### config.mk
export PLATFORM = sky130hd
export DESIGN_NAME = sdio_cmd_seq
export DESIGN_NICKNAME = d
export VERILOG_FILES = /design/src/rtl/sdio_pkg.sv /design/src/rtl/sdio_crc7.sv /design/src/rtl/sdio_cmd_seq.sv
export SDC_FILE = /design/constraint.sdc
export NUM_CORES = 1
export LEC_CHECK = 0
export CAP_MARGIN = 25
export CORE_ASPECT_RATIO = 0.9
export CORE_MARGIN = 2
export CORE_UTILIZATION = 45
export CTS_BUF_LIST = sky130_fd_sc_hd__clkbuf_8
export DETAILED_ROUTE_END_ITERATION = 10
export MAX_ROUTING_LAYER = met4
export PLACE_DENSITY = 0.72
export SLEW_MARGIN = 15
export SYNTH_ARGS = -nofsm -noshare
export SYNTH_HDL_FRONTEND = slang
export SYNTH_SLANG_ARGS = --single-unit
export TNS_END_PERCENT = 50
### constraint.sdc
create_clock -name clk_i -period 3.7 [get_ports clk_i]
set_input_delay 0.74 -clock clk_i [delete_from_list [all_inputs] [get_ports clk_i]]
set_output_delay 0.74 -clock clk_i [all_outputs]
set_load 0.1 [all_outputs]
### src/rtl/sdio_pkg.sv
// Shared encodings for the SDIO command sequencer: response types,
// sequencer states, status bit positions and frame bit positions.
package sdio_pkg;

    typedef enum logic [2:0] {
        RSP_NONE = 3'd0,  // no response expected
        RSP_R1   = 3'd1,  // R1/R6/R7: 48-bit, CRC checked
        RSP_R3   = 3'd2,  // R3: 48-bit, CRC field not checked
        RSP_R2   = 3'd3,  // R2: 136-bit CID/CSD
        RSP_R1B  = 3'd4   // R1b: 48-bit, CRC, then busy on DAT0
    } rsp_type_e;

    typedef enum logic [2:0] {
        ST_IDLE,
        ST_SEND,
        ST_WAIT_RSP,
        ST_RSP,
        ST_BUSY,
        ST_DONE
    } state_e;

    // Status bit positions
    localparam int STS_RSP_TIMEOUT  = 0;
    localparam int STS_CRC_ERR      = 1;
    localparam int STS_END_ERR      = 2;
    localparam int STS_TX_BIT_ERR   = 3;
    localparam int STS_BUSY_TIMEOUT = 4;

    // Command frame: 40 CRC-covered bits, then CRC7, then end bit
    localparam logic [7:0] TX_CRC_BITS = 8'd40;
    localparam logic [7:0] TX_LAST_BIT = 8'd47;

    // Response bit counter runs after the start bit has been seen
    localparam logic [7:0] RX_LAST_SHORT     = 8'd46;   // 47 bits after start
    localparam logic [7:0] RX_LAST_LONG      = 8'd134;  // 135 bits after start
    localparam logic [7:0] RX_CRC_END_SHORT  = 8'd39;   // frame bits 46..8
    localparam logic [7:0] RX_CRC_FIRST_LONG = 8'd7;    // frame bit 127
    localparam logic [7:0] RX_CRC_LAST_LONG  = 8'd126;  // frame bit 8

    // Cycles after the end bit during which the CMD line is not sampled
    localparam int TURNAROUND = 2;

endpackage

### src/rtl/sdio_crc7.sv
// Serial CRC7 (x^7 + x^3 + 1, initial value 0), one bit per enabled cycle.
module sdio_crc7 (
    input  logic       clk_i,
    input  logic       rstn_i,
    input  logic       clr_i,
    input  logic       en_i,
    input  logic       d_i,
    output logic [6:0] crc_o
);

    logic [6:0] crc_q;
    logic [6:0] crc_d;
    logic       fb;

    assign fb    = d_i ^ crc_q[6];
    assign crc_d = {crc_q[5:3], crc_q[2] ^ fb, crc_q[1:0], fb};
    assign crc_o = crc_q;

    // CRC register: clear wins over shift
    always_ff @(posedge clk_i or negedge rstn_i) begin
        // NOTE: sequential state uses non-blocking assignments so every register samples pre-edge values.
        if (!rstn_i) begin
            crc_q <= 7'd0;
        end else if (clr_i) begin
            crc_q <= 7'd0;
        end else if (en_i) begin
            crc_q <= crc_d;
        end
    end

endmodule

### src/rtl/sdio_cmd_seq.sv
// SD/SDIO CMD-line sequencer: sends one 48-bit command, optionally receives
// and checks the response, waits out R1b busy, and reports completion status.
module sdio_cmd_seq
    import sdio_pkg::*;
#(
    parameter int RSP_TIMEOUT  = 64,
    parameter int BUSY_TIMEOUT = 65535
) (
    input  logic         clk_i,
    input  logic         rstn_i,
    input  logic         cfg_start_i,
    input  logic [5:0]   cfg_cmd_op_i,
    input  logic [31:0]  cfg_cmd_arg_i,
    input  logic [2:0]   cfg_cmd_rsp_type_i,
    input  logic         sdio_cmd_i,
    input  logic         sdio_data0_i,
    output logic         sdio_cmd_o,
    output logic         sdio_cmd_oen_o,
    output logic [127:0] rsp_data_o,
    output logic         busy_o,
    output logic         eot_o,
    output logic         err_o,
    output logic [15:0]  status_o
);

    localparam int TMR_MAX = (RSP_TIMEOUT > BUSY_TIMEOUT) ? RSP_TIMEOUT : BUSY_TIMEOUT;
    localparam int TMR_W   = $clog2(TMR_MAX + 1);

    state_e       state_q, state_d;
    rsp_type_e    type_q, type_d;
    logic [39:0]  tx_q, tx_d;          // start, transmit, index, argument
    logic [7:0]   bit_cnt_q, bit_cnt_d;
    logic [TMR_W-1:0] tmr_q, tmr_d;
    logic [133:0] rx_q, rx_d;          // response bits after the start bit
    logic [127:0] rsp_data_q, rsp_data_d;
    logic [15:0]  status_q, status_d;

    logic         crc_clr, crc_en, crc_din;
    logic [6:0]   crc_val;
    logic [7:0]   crc_sel;
    logic [134:0] rx_full;
    logic         is_r2, tx_bit_err, end_err, crc_err;
    logic [127:0] rsp_capture;
    logic [5:0]   rsp_index;

    sdio_crc7 u_crc7 (
        .clk_i  (clk_i),
        .rstn_i (rstn_i),
        .clr_i  (crc_clr),
        .en_i   (crc_en),
        .d_i    (crc_din),
        .crc_o  (crc_val)
    );

    // Response decode on the final received bit (still on the CMD input)
    assign crc_sel     = 8'd46 - bit_cnt_q;
    assign rx_full     = {rx_q, sdio_cmd_i};
    assign is_r2       = (type_q == RSP_R2);
    assign tx_bit_err  = is_r2 ? rx_full[134] : rx_full[46];
    assign end_err     = ~rx_full[0];
    assign crc_err     = (type_q != RSP_R3) && (crc_val != rx_full[7:1]);
    assign rsp_capture = is_r2 ? {rx_full[127:1], 1'b0} : {90'd0, rx_full[45:8]};
    assign rsp_index   = is_r2 ? rx_full[133:128] : rx_full[45:40];

    assign busy_o     = (state_q != ST_IDLE);
    assign rsp_data_o = rsp_data_q;
    assign status_o   = status_q;

    // State and datapath registers
    always_ff @(posedge clk_i or negedge rstn_i) begin
        // NOTE: datapath registers are reset too, so an aborted command leaves no stale payload or status.
        if (!rstn_i) begin
            state_q    <= ST_IDLE;
            type_q     <= RSP_NONE;
            tx_q       <= '0;
            bit_cnt_q  <= '0;
            tmr_q      <= '0;
            rx_q       <= '0;
            rsp_data_q <= '0;
            status_q   <= '0;
        end else begin
            state_q    <= state_d;
            type_q     <= type_d;
            tx_q       <= tx_d;
            bit_cnt_q  <= bit_cnt_d;
            tmr_q      <= tmr_d;
            rx_q       <= rx_d;
            rsp_data_q <= rsp_data_d;
            status_q   <= status_d;
        end
    end

    // Next-state, datapath updates and CMD/pulse outputs
    always_comb begin
        // NOTE: every signal gets a default first so no path leaves one unassigned (no latches).
        state_d        = state_q;
        type_d         = type_q;
        tx_d           = tx_q;
        bit_cnt_d      = bit_cnt_q;
        tmr_d          = tmr_q;
        rx_d           = rx_q;
        rsp_data_d     = rsp_data_q;
        status_d       = status_q;
        crc_clr        = 1'b0;
        crc_en         = 1'b0;
        crc_din        = 1'b0;
        sdio_cmd_o     = 1'b1;
        sdio_cmd_oen_o = 1'b1;
        eot_o          = 1'b0;
        err_o          = 1'b0;

        unique case (state_q)
            ST_IDLE: begin
                if (cfg_start_i) begin
                    type_d     = rsp_type_e'(cfg_cmd_rsp_type_i);
                    tx_d       = {1'b0, 1'b1, cfg_cmd_op_i, cfg_cmd_arg_i};
                    bit_cnt_d  = '0;
                    status_d   = '0;
                    rsp_data_d = '0;
                    crc_clr    = 1'b1;
                    state_d    = ST_SEND;
                end
            end

            ST_SEND: begin
                sdio_cmd_oen_o = 1'b0;
                if (bit_cnt_q < TX_CRC_BITS) begin
                    sdio_cmd_o = tx_q[39];
                    crc_en     = 1'b1;
                    crc_din    = tx_q[39];
                    tx_d       = {tx_q[38:0], 1'b0};
                end else if (bit_cnt_q < TX_LAST_BIT) begin
                    sdio_cmd_o = crc_val[crc_sel[2:0]];
                end
                bit_cnt_d = bit_cnt_q + 8'd1;
                if (bit_cnt_q == TX_LAST_BIT) begin
                    bit_cnt_d = '0;
                    tmr_d     = '0;
                    state_d   = (type_q == RSP_NONE) ? ST_DONE : ST_WAIT_RSP;
                end
            end

            // Lasts at most RSP_TIMEOUT cycles; the start bit itself is consumed here
            ST_WAIT_RSP: begin
                crc_clr   = 1'b1;
                bit_cnt_d = '0;
                if (tmr_q >= TMR_W'(TURNAROUND) && !sdio_cmd_i) begin
                    state_d = ST_RSP;
                end else if (tmr_q == TMR_W'(RSP_TIMEOUT - 1)) begin
                    status_d[STS_RSP_TIMEOUT] = 1'b1;
                    state_d = ST_DONE;
                end else begin
                    tmr_d = tmr_q + 1'b1;
                end
            end

            // The zero start bit leaves a zero CRC unchanged, so CRC starts at the transmit bit
            ST_RSP: begin
                rx_d      = rx_full[133:0];
                bit_cnt_d = bit_cnt_q + 8'd1;
                crc_din   = sdio_cmd_i;
                crc_en    = is_r2 ? (bit_cnt_q >= RX_CRC_FIRST_LONG && bit_cnt_q <= RX_CRC_LAST_LONG)
                                  : (bit_cnt_q < RX_CRC_END_SHORT);
                if (bit_cnt_q == (is_r2 ? RX_LAST_LONG : RX_LAST_SHORT)) begin
                    rsp_data_d                = rsp_capture;
                    status_d[15:8]            = {2'b00, rsp_index};
                    status_d[STS_CRC_ERR]     = crc_err;
                    status_d[STS_END_ERR]     = end_err;
                    status_d[STS_TX_BIT_ERR]  = tx_bit_err;
                    tmr_d                     = '0;
                    if (type_q == RSP_R1B && !(crc_err || end_err || tx_bit_err)) begin
                        state_d = ST_BUSY;
                    end else begin
                        state_d = ST_DONE;
                    end
                end
            end

            ST_BUSY: begin
                if (sdio_data0_i) begin
                    state_d = ST_DONE;
                end else if (tmr_q == TMR_W'(BUSY_TIMEOUT - 1)) begin
                    status_d[STS_BUSY_TIMEOUT] = 1'b1;
                    state_d = ST_DONE;
                end else begin
                    tmr_d = tmr_q + 1'b1;
                end
            end

            ST_DONE: begin
                eot_o   = (status_q[4:0] == 5'd0);
                err_o   = (status_q[4:0] != 5'd0);
                state_d = ST_IDLE;
            end

            default: state_d = ST_IDLE;
        endcase
    end

endmodule

Word-level counts from Yosys, hierarchy flattened
Cells that the tools add are included.
{"block": "totals", "ff_bits": 352, "out_inout_bits": 149, "inputBits": 46}
{"block": "op_classes", "n_addsub": 3, "reduce_logical": 28, "bitwise": 3, "eq_ne": 25, "n_lt_le_gt_ge": 7, "mux": 58}
{"op": "128-bit 2-to-1 mux", "n": 3}
{"op": "128-bit one-hot mux with 2 select lines", "n": 1}
{"op": "16-bit 2-to-1 mux", "n": 7}
{"op": "40-bit 2-to-1 mux", "n": 2}
{"op": "40-bit one-hot mux with 2 select lines", "n": 1}
{"op": "16-bit one-hot mux with 4 select lines", "n": 1}
{"op": "8-bit 2-to-1 mux", "n": 4}
{"op": "8-bit one-hot mux with 4 select lines", "n": 1}
{"op": "3-bit 2-to-1 mux", "n": 9}
{"op": "8-bit by 6-bit < comparator with 1-bit output (second input constant)", "n": 3}
{"op": "2-bit inequality test (second input constant)", "n": 10}
{"op": "1-bit 2-to-1 mux", "n": 17}
{"op": "16-bit by 1-bit adder with 16-bit output (second input constant)", "n": 1}
{"op": "16-bit == test (second input constant)", "n": 1}
{"op": "16-bit by 6-bit == test with 1-bit output (second input constant)", "n": 1}
{"op": "16-bit by 2-bit greater-or-equal comparator with 1-bit output (second input constant)", "n": 1}
{"op": "8-bit one-hot mux with 2 select lines", "n": 1}
{"op": "3-bit one-hot mux with 5 select lines", "n": 1}
{"op": "7-bit 2-to-1 mux", "n": 2}
{"op": "1-bit one-hot mux with 2 select lines", "n": 5}
{"op": "2-bit nonzero test", "n": 5}
{"op": "3-bit by 2-bit == test with 1-bit output (second input constant)", "n": 3}
{"op": "3-bit == test (second input constant)", "n": 3}
{"op": "8-bit by 1-bit adder with 8-bit output (second input constant)", "n": 1}
{"op": "other kinds (28)", "n": 40}

Logic depth before layout (Yosys ltp)
{"block": "depth", "ltp_word": 9, "depth_mapped": 10}

By module
Synthesis repeated with hierarchy kept, for this count alone.
{"block": "hier_totals", "hier_cells": 1645, "area_unflattened_um2": 15204.6}
{"mod": "sdio_cmd_seq", "cells_each": 1617, "seq_area_each_um2": 8583.2, "n_inst": 1, "area_per_inst_um2": 14896.8}
{"mod": "sdio_crc7", "cells_each": 28, "seq_area_each_um2": 175.2, "n_inst": 1, "area_per_inst_um2": 307.8}

Worst setup path before layout
OpenSTA, ideal clock, no wires.
{"block": "synth_path", "path_type": "register to output", "startpoint": "register bit_cnt_q[0]", "endpoint": "output sdio_cmd_o", "setup_slack_ns": 0.138, "path_buffers": 0, "arrival_time_ns": 2.822, "stages_incl_launch_ff": 9, "cell_sequence": "dfrtp_1 -> inv_1 -> ha_1 -> mux4_2 -> or4b_2 -> o41ai_1 -> nor3_1 -> o22ai_1 -> nand3_1"}
{"block": "synth_between", "elab_chain_cells": 6}
{"item": "start, declared", "line_no": "sdio_cmd_seq.sv:32", "source": "logic [7:0] bit_cnt_q, bit_cnt_d;"}
{"item": "start signal, assigned", "line_no": "sdio_cmd_seq.sv:85", "source": "bit_cnt_q <= bit_cnt_d;"}
{"item": "3-bit subtractor", "line_no": "sdio_cmd_seq.sv:56", "source": "assign crc_sel = 8'd46 - bit_cnt_q;"}
{"item": "1-bit binary-select mux with 3-bit select", "line_no": "sdio_cmd_seq.sv:133", "source": "sdio_cmd_o = crc_val[crc_sel[2:0]];"}
{"item": "1-bit 2-to-1 mux (not written as such)", "line_no": "sdio_cmd_seq.sv:133"}
{"item": "1-bit 2-to-1 mux", "line_no": "sdio_cmd_seq.sv:132", "source": "end else if (bit_cnt_q < TX_LAST_BIT) begin"}
{"item": "1-bit 2-to-1 mux *", "line_no": "sdio_cmd_seq.sv:127", "source": "if (bit_cnt_q < TX_CRC_BITS) begin"}
{"item": "1-bit 2-to-1 mux *", "line_no": "sdio_cmd_seq.sv:112", "source": "unique case (state_q)"}
{"item": "end, declared", "line_no": "sdio_cmd_seq.sv:17", "source": "output logic sdio_cmd_o,"}
Every way passes the cells marked *; elsewhere a longest branch is shown, timed or not. The select of a mux whose other input is x is not followed.

Final worst setup path
{"block": "layout_path", "startpoint": "register bit_cnt_q[1]", "endpoint": "output sdio_cmd_o"}
The elaborated chain is that of the path after synthesis.

==> flow_metrics.py <==
metrics = {
    "clock_network": {
        "cts_num_sinks": 350,
        "htree_num_levels": 2,
        "cts_hold_buffers": 0,
        "cts_tree": "built",
        "clk_root_buffer_cell": "sky130_fd_sc_hd__clkbuf_8",
        "tritoncts.num_buffers": 57,
        "cts.path.max_buffers": 3,
        "clk_latency_ps": 600,
        "clk_pin_slew_worst_paths_ps": 50,
    },
    "worst_setup_path": {
        "cp_data_arrival_time_ps": 2800,
        "critPathLaunch": "bit_cnt_q[1]",
        "critPathSlowestCell": "sky130_fd_sc_hd__or4b_4",
        "worstPathCellList": "ha_4 -> mux4_2 -> or4b_4 -> o41ai_2 -> nor3_1 -> o22ai_1 -> nand3_1 -> buf_12",
        "r2r_start": "state_q[2]",
        "ff2ff_path_depth": 6,
        "worstPathRequired_ps": 2960,
        "critical_path.reg2reg.endpoint": "tmr_q[15]",
        "setup.worst_path.end_class": "primary output",
        "cp_max_fo": 4,
        "timing.reg2reg.setup_slack_ps": 940,
        "worstSetupEndpoint": "sdio_cmd_o",
        "critPathMaxStageDelay_ps": 540,
        "cp-start-kind": "register",
        "criticalPathCategory": "register to primary output",
    },
    "drt": {
        "antenna_viol_nets_final": 0,
        "drtPass1Iterations": 5,
        "highest-signal-layer": "met4",
        "route.met2.wl_mm": 15.5,
        "wirelength_met1_mm": 16.9,
        "finalWirelength_mm": 34.9,
        "vias_per_cell": 5.18,
        "drc": 0,
        "route.detailed.wl_per_inst_um": 15.4,
        "met3_wirelength_mm": 1.71,
        "via_count": 11700,
        "detail_route.iter0.violations": 837,
    },
    "synthesis": {
        "synth_cells": 1656,
        "synth_top_flop_cell": "sky130_fd_sc_hd__dfrtp_1",
        "avgSynthCellArea_sq_um": 9.17,
        "synth_seq_area_share_pct": 57.7,
        "post_synth_num_cell_types": 62,
        "yosysMostFrequentCell": "sky130_fd_sc_hd__nand2_1",
        "synth.ff_latch_count": 350,
        "netlist_area_sq_um": 15200,
        "async_flop_share_pct": 100,
        "synth_top_cells_by_count": "sky130_fd_sc_hd__nand2_1 (698), sky130_fd_sc_hd__dfrtp_1 (350), sky130_fd_sc_hd__o21ai_0 (151)",
        "synth_top_cell_area_share_pct": 57.7,
        "yosys_warnings": 0,
        "synth_edf_count": 0,
        "synthDominantAreaCellType": "sky130_fd_sc_hd__dfrtp_1",
        "synth.top_cells.by_area": "sky130_fd_sc_hd__dfrtp_1 (58%), sky130_fd_sc_hd__nand2_1 (17%), sky130_fd_sc_hd__mux2i_1 (5.2%), sky130_fd_sc_hd__o21ai_0 (5.0%), sky130_fd_sc_hd__o31ai_1 (2.8%)",
    },
    "global_routing": {
        "pin_count_of_the_biggest_net_entering_global_routing": 182,
        "grt_pass1_vias": 11300,
        "grt_first_pass_wirelength_mm": 57.7,
        "grt_overflow": 0,
        "grt_usage_pct": 20.7,
        "antenna_violations_before_repair": 0,
    },
    "sta": {
        "worst_slew_margin_pct": 30.5,
        "max_clock_freq_mhz": 283,
        "timing.clock.skew_ps": 22.3,
        "final-max-slew-violation-count": 0,
        "final.setup.tns_ps": 0,
        "timing_hold_violations_final": 0,
        "tightestPinTransition_ps": 1040,
        "min_period_over_period_pct": 95.5,
        "rsz0062_at_grt": "false",
        "final_period_minus_worst_setup_slack_ps": 3540,
        "setup_viol_count_final": 0,
    },
    "floorplan": {
        "floorplan.initialDensity_pct": 45.9,
        "std_cell_core_area_sq_um": 33100,
        "standard_cell_row_count": 63,
        "chipWidth_um": 198,
        "chipHeight_um": 178,
        "io-pin-count": 195,
        "dieArea_sq_um": 35200,
    },
    "finish": {
        "fin_area_sq_um": 18500,
        "drive_above_1_share_pct": 6.50,
        "antenna_cells_inserted": 0,
        "area_grow_syn2layout_pct": 21.6,
        "layout_utilization_pct": 55.8,
        "final_net_count": 1867,
        "nFillCells": 2986,
    },
    "pwr": {
        "pwr_density_cell_nw_per_um2": 405,
        "power_leakage_nw": 8.80,
        "net-switching-power_mw": 1.77,
        "power_mw": 7.49,
        "pwr-share-comb_pct": 5.0,
        "pwr-share-clk_pct": 41.4,
        "intPower_mw": 5.71,
        "power.share.switching_pct": 23.7,
        "pwr-share-seq_pct": 53.6,
        "power.ir.vdd_worst_mv": 0.247,
    },
    "place": {
        "placed_cell_area_sq_um": 17400,
        "gp_routability_congestion": 0.862,
        "io_buffers": 189,
        "dpl.hpwl_mm": 22.1,
    },
    "worst_hold_path": {
        "min-delay-path-class": "input pin to async pin",
    },
    "status": {
        "outcome": "finished clean",
    },
    "run": {
        "max_cap_viol_count": 0,
    },
}
==> registers in the layout, indices dropped and copies added, names as in the netlist <==
name and flops:
tmr_q 16, rx_q 134, tx_q 40, rsp_data_o 128, type_q 3, status_o 11, u_crc7.crc_o 7, bit_cnt_q 8
state_q 3
==> worst min-delay path by stage <==
stage | startpoint | cells past startpoint | endpoint | slack (ps)
after global placement | rsp_data_o[12] | 2 | rsp_data_o[12] | 460
after detailed placement | rsp_data_o[77] | 2 | rsp_data_o[77] | 470
final | rstn_i | 1 | tmr_q[7] | 120
after CTS | rstn_i | 1 | tmr_q[7] | 120
after global routing | rstn_i | 1 | tmr_q[9] | 150
after floorplan | rstn_i | 0 | bit_cnt_q[0] | 440
==> metrics by stage <==
stage	setup slack, ps	hold WS (ps)	cells
4_1_cts	0.0393	116	2269
2_1_floorplan	138	444	1660
6_report	165	124	2269
3_3_place_gp	419	461	2177
5_1_grt	47.4	154	2269
3_5_place_dp	392	471	2177
==> placed cells by master, fill, tap and decap left out, types with 3 or more instances in the layout <==
cell                              instances
sky130_fd_sc_hd__a21o_1                   3
sky130_fd_sc_hd__nor2_1                  14
sky130_fd_sc_hd__xor2_1                   5
sky130_fd_sc_hd__and3_1                   7
sky130_fd_sc_hd__buf_12                  10
sky130_fd_sc_hd__nor2b_1                  3
sky130_fd_sc_hd__clkbuf_8                68
sky130_fd_sc_hd__clkdlybuf4s50_1        181
sky130_fd_sc_hd__o21ai_0                151
sky130_fd_sc_hd__dfrtp_1                348
sky130_fd_sc_hd__o22ai_1                  3
sky130_fd_sc_hd__nand2b_1                 5
sky130_fd_sc_hd__inv_1                   35
sky130_fd_sc_hd__or3_1                   14
sky130_fd_sc_hd__nand3_1                 16
sky130_fd_sc_hd__mux2i_1                 79
sky130_fd_sc_hd__conb_1                   5
sky130_fd_sc_hd__buf_4                   17
sky130_fd_sc_hd__nor3_1                   7
sky130_fd_sc_hd__a21oi_1                 31
sky130_fd_sc_hd__and2_1                  13
sky130_fd_sc_hd__nor4_1                   5
sky130_fd_sc_hd__nand3b_1                 3
sky130_fd_sc_hd__or4_1                    3
sky130_fd_sc_hd__nand2_1                698
sky130_fd_sc_hd__o21ai_1                  3
sky130_fd_sc_hd__o31ai_1                 56
sky130_fd_sc_hd__nand4_1                  6
sky130_fd_sc_hd__xnor2_1                  6
sky130_fd_sc_hd__ha_1                     4
==> critical path, delay by kind of cell, from the launching register on <==
family	cells	cell delay, ps
DFF	1	420
AOI/OAI and AO/OA	2	190
buffers and inverters	1	210
and+or+nand+nor	3	760
adders and majority gates	1	290
muxes	1	330
==> logic make-up after synthesis <==
family | Yosys count | synth area share, %
compound gates | 266 | 10.3
xor+xnor | 11 | 0.634
fa+ha+maj | 5 | 0.412
buf+inv | 129 | 3.67
flops | 350 | 57.7
mux | 80 | 5.36
other cells | 1 | 0.0247
simple gates | 814 | 22.0
==> layer usage <==
metal	up-vias	track usage [%]
met1	5619	30.0
met2	298	30.4
met5	-	-
li1	5771	-
met3	58	3.12
met4	0	6.17
==> power groups by stage <==
stage	clock network, mW	logic (mW)	registers (mW)
final	3.10	0.376	4.01
after global routing	3.36	0.435	4.02
after CTS	3.19	0.383	4.01
after detailed placement	0	0.380	4.08
after global placement	0	0.371	4.07
after floorplan	0	0.211	4.05
==> timing repair <==
| action | CTS | global route |
|---|---|---|
| gates cloned | 0 | 0 |
| endpoints found under the setup margin | 1 | 1 |
| pin swaps | 1 | 0 |
| gates resized for setup | 4 | 2 |
| setup buffers | 2 | 0 |
==> layout make-up <==
cell class                 instances  area [sq um]  share of cell area (%)
sequential                       350          8760                    47.4
clock buffer                      68           936                    5.07
inverter                          17          63.8                   0.345
multi-input combinational       1181          5940                    32.2
clock inverter                    22          87.6                   0.474
timing repair buffer             209          2150                    11.7
tap                              422           528                    2.86
Power figures use the tool's default switching activity.
==> RTL change 1 (config.mk and constraints unchanged) <==
Set the parameter `RSP_TIMEOUT` to 32 (it was 64).
--- a/src/rtl/sdio_cmd_seq.sv
+++ b/src/rtl/sdio_cmd_seq.sv
@@ -3,7 +3,7 @@
 module sdio_cmd_seq
     import sdio_pkg::*;
 #(
-    parameter int RSP_TIMEOUT  = 64,
+    parameter int RSP_TIMEOUT  = 32,
     parameter int BUSY_TIMEOUT = 65535
 ) (
     input  logic         clk_i,
Behaviour: same outputs for any inputs over 10 cycles, from zero or initial values and one cycle with rstn_i low; that may be too few to reach the edited logic, so the function may still have changed.
==> RTL change 1 against the unedited design <==
Worst setup slack better by 0.074 ns. Synthesized area grew 0.26%. Via count grew 1.8%. Wire length up 3.8%. First-iteration DRC count is 8.1% higher. Final area rose by 0.62%. Critical path depth unchanged. Sequential cell count did not move.
Power is not compared: it rests on default switching activity, and its combinational part moved more than twofold at a synthesized area within 25%.
==> RTL change 1: results (changes against the unedited design) <==
status=complete, no violations; Clock transition at path regs=0.07 ns (+0.02 ns); met2 WL=16.8 mm (+8.3%); Final nets=1866 (-0.054%); number of distinct library cells after synthesis=57 (-8.1%); setup bufs post-CTS=0 (-2); CTS resizes=0 (-4); Area contributors post-synth=dfrtp_1 (58%), nand2_1 (17%), mux2i_1 (5.0%); Global Route Usage Sum=0.214 (+0.00655); met3 WL=1.77 mm (+3.6%); Critical Path Max Stage Delay=0.46 ns (-0.08 ns); register area share after synthesis=0.575 (-0.00147); Setup crit start=bit_cnt_q[0]; vias in the first global route=11500 (+1.5%); Routed WL per cell=15.9 µm (+3.3%); met1 global-route usage=0.293 (-0.00673); fillers=2966 (-0.67%); clk_skew=0.0255 ns (+0.00318 ns); final hold slack=0.138 ns (+0.0131 ns); worst reg-to-reg path cell count=7 (+1); Flop pwr share=0.418; Critical-path top delay cell=dfrtp_2; Critical Path Fanout Max=9 (+5); post-route minimum period=3.46 ns (-0.0738 ns); Worst EP arrival=2.72 ns (-0.08 ns); Slew headroom=0.295 (-0.0104); first-pass GRT wire length=59.4 mm (+3.0%); Commonest cells post-synth=nand2_1 (686), dfrtp_1 (350), o21ai_0 (132); drt initial violations=905 (+8.1%); r2r setup slk=0.73 ns (-0.21 ns); met3 Resource Use GR=0.0367 (+0.00548); share of layout cells above drive strength 1=0.0726 (+0.00765); vias per std cell=5.24 (+1.3%); met2 Resource Use GR=0.326 (+0.0226); Crit path max-delay family=compound AO/OA/AOI/OAI gates; Detail Placement HPWL=23.2 mm (+4.9%); Max Buffers Root-to-Sink=3 (unchanged); diodes inserted=0 (unchanged); total CTS buffers=56 (-1.8%); Cell Pwr Density=589 nW/µm²; GPL Wtd Cong=0.871 (+1.1%); met1 wire length=16.8 mm (-0.66%); largest net degree at the start of global routing=181 (-0.55%); RR Startpoint=tmr_q[0]
[RTL change 1: logic make-up (layout without fill, tap and decap cells)]
logic type / after synthesis / in the layout / share of synthesized area
AND/OR/NAND/NOR: 814 / 814 / 0.218
flip-flops: 350 / 350 / 0.575
AO/OA/AOI/OAI: 256 / 256 / 0.0999
buffers and inverters: 128 / 328 / 0.0358
multiplexers: 85 / 85 / 0.0574
XOR/XNOR: 16 / 16 / 0.00920
adder cells (fa/ha/maj): 5 / 5 / 0.00411
other: 1 / 5 / 0.000246
[RTL change 1: layout make-up]
type	count	share of cell area
Clock buffer	72	0.0533
Clock inverter	30	0.00741
Inverter	14	0.00283
Multi-Input combinational cell	1181	0.321
Sequential cell	350	0.471
Tap cell	422	0.0284
Timing Repair Buffer	212	0.115
[RTL change 1: per-stage QoR]
stage	utilization	cell area [µm²]	instances
floorplan	-	15200	1659
global placement	0.527	17400	2178
detailed placement	0.527	17500	2179
CTS	0.561	18600	2281
global route	0.561	18600	2281
finish	0.561	18600	2281
==> RTL change 2 (same flow settings) <==
Made on the original files. Take the reset off `rsp_data_q` and load it in a clocked block of its own.
--- a/src/rtl/sdio_cmd_seq.sv
+++ b/src/rtl/sdio_cmd_seq.sv
@@ -76,7 +76,6 @@
             bit_cnt_q  <= '0;
             tmr_q      <= '0;
             rx_q       <= '0;
-            rsp_data_q <= '0;
             status_q   <= '0;
         end else begin
             state_q    <= state_d;
@@ -85,9 +84,12 @@
             bit_cnt_q  <= bit_cnt_d;
             tmr_q      <= tmr_d;
             rx_q       <= rx_d;
-            rsp_data_q <= rsp_data_d;
             status_q   <= status_d;
         end
+    end
+
+    always_ff @(posedge clk_i) begin
+        rsp_data_q <= rsp_data_d;
     end
 
     // Next-state, datapath updates and CMD/pulse outputs
Behaviour: no difference found for any inputs over 4 cycles, from zero or initial values and one cycle with rstn_i low; that may be too few to reach the edited logic, so the function may still have changed.
==> RTL change 2 against the unedited design <==
Die area is 2.9% lower. Synthesized area is 2.9% lower. Worst setup slack better by 0.023 ns. Sequential cell count stayed put. Sequential share of layout area is 4.2 points higher. Critical path depth is 1 lower. Total power is 0.54% higher. Wire length is 9.1% lower. Non-clock buffer count is 1 lower. Final area is 1.4% lower. Critical path type unchanged. Largest cell class unchanged. Highest routed layer unchanged.
==> RTL change 2: results (changes against the unedited design) <==
Final non-clock buffer share=0.117 (+0.000147); clock buf count=64 (-5.9%); Global Route Usage Sum=0.195 (-0.0126); Layout Cells excl Fill=2080 (-8.3%); register area share after synthesis=0.638 (+0.0608); share of layout cells above drive strength 1=0.0769 (+0.0120); Leak=7.96 nW (-9.6%); post-route setup slack=0.187 ns (+0.0227 ns); ys async rst share=0.634 (-0.366); met3 Resource Use GR=0.0338 (+0.00260); Inverters, non-clock=19 (+2); met2 Resource Use GR=0.303 (-0.000827); Area after DPL=17100 µm² (-2.0%); largest net degree at the start of global routing=176 (-3.3%); number of synthesized flops with an enable pin=128 (+128); worst reg-to-reg path cell count=7 (+1); core area=32100 µm² (-3.0%); status=complete, no violations; Critical Path Max Stage Delay=0.46 ns (-0.08 ns); maximum vdd ir drop=253 µV (+2.5%); drt initial violations=885 (+5.7%); Crit path max-delay family=compound AO/OA/AOI/OAI gates; fin area=18200 µm² (-1.4%); final hold slack=0.207 ns (+0.0824 ns); multi-input gates=981 (-17%); Slew headroom=0.284 (-0.0219); area of the multi-input gates=4960 µm² (-17%); Non-clk bufs=208 (-0.48%); met1 global-route usage=0.266 (-0.0334); GPL Wtd Cong=0.889 (+3.1%); total CTS buffers=56 (-1.8%); clk_skew=0.0356 ns (+0.0132 ns); Detail Placement HPWL=20.5 mm (-7.1%); worst r2r dst=tmr_q[11]; placed cells=1973 (-9.4%); drt total wl=31.7 mm (-9.1%); fillers=2798 (-6.3%); Final nets=1666 (-11%); Critical Path Fanout Max=8 (+4); number of distinct library cells after synthesis=60 (-3.2%); Commonest cells post-synth=nand2_1 (557), dfrtp_1 (222), edfxtp_1 (128); Critical-path top delay cell=dfrtp_1; routed vias=10400 (-12%); Area contributors post-synth=dfrtp_1 (38%), edfxtp_1 (26%), nand2_1 (14%); Worst EP arrival=2.77 ns (-0.03 ns); first-pass GRT wire length=52.9 mm (-8.3%); fraction of standard cell area that is sequential=0.516 (+0.0418)
-- RTL change 2: logic make-up (layout without fill, tap and decap cells) --
kind of cell | after synthesis | after routing | share of synthesized area
other | 1 | 5 | 0.000254
adder cells (fa/ha/maj) | 4 | 4 | 0.00340
multiplexers | 49 | 49 | 0.0343
flip-flops | 350 | 350 | 0.638
buffers and inverters | 104 | 333 | 0.0295
AND/OR/NAND/NOR | 747 | 747 | 0.221
XOR/XNOR | 11 | 11 | 0.00654
AO/OA/AOI/OAI | 165 | 165 | 0.0678
-- RTL change 2: layer usage --
metal,vias to the layer above,routed length [µm]
met3,44,1730
met4,0,537
met1,4961,14500
met2,276,14900
li1,5114,-
met5,-,0
-- RTL change 2: worst max path at each step --
stage	from	depth (start not counted)	endpoint
4_1_cts	bit_cnt_q[0]	7	sdio_cmd_o
6_report	bit_cnt_q[0]	7	sdio_cmd_o
3_5_place_dp	bit_cnt_q[0]	7	sdio_cmd_o
2_1_floorplan	bit_cnt_q[7]	7	rsp_data_o[0]
3_3_place_gp	bit_cnt_q[0]	7	sdio_cmd_o
5_1_grt	bit_cnt_q[0]	7	sdio_cmd_o
-- RTL change 2: power breakdown --
| part | internal, mW | total, mW | switching [mW] |
|---|---|---|---|
| combinational | 0.0809 | 0.200 | 0.119 |
| clock | 1.74 | 3.26 | 1.52 |
| sequential | 4.03 | 4.07 | 0.0323 |
| total | 5.85 | 7.53 | 1.67 |
-- RTL change 2: what timing repair did --
| item | CTS | global route |
|---|---|---|
| resized for setup | 0 | 1 |
| hold endpoints to repair | 0 | 0 |
| hold buffers | 0 | 0 |
| buffers inserted | 0 | 0 |
| endpoints found under the setup margin | 0 | 1 |
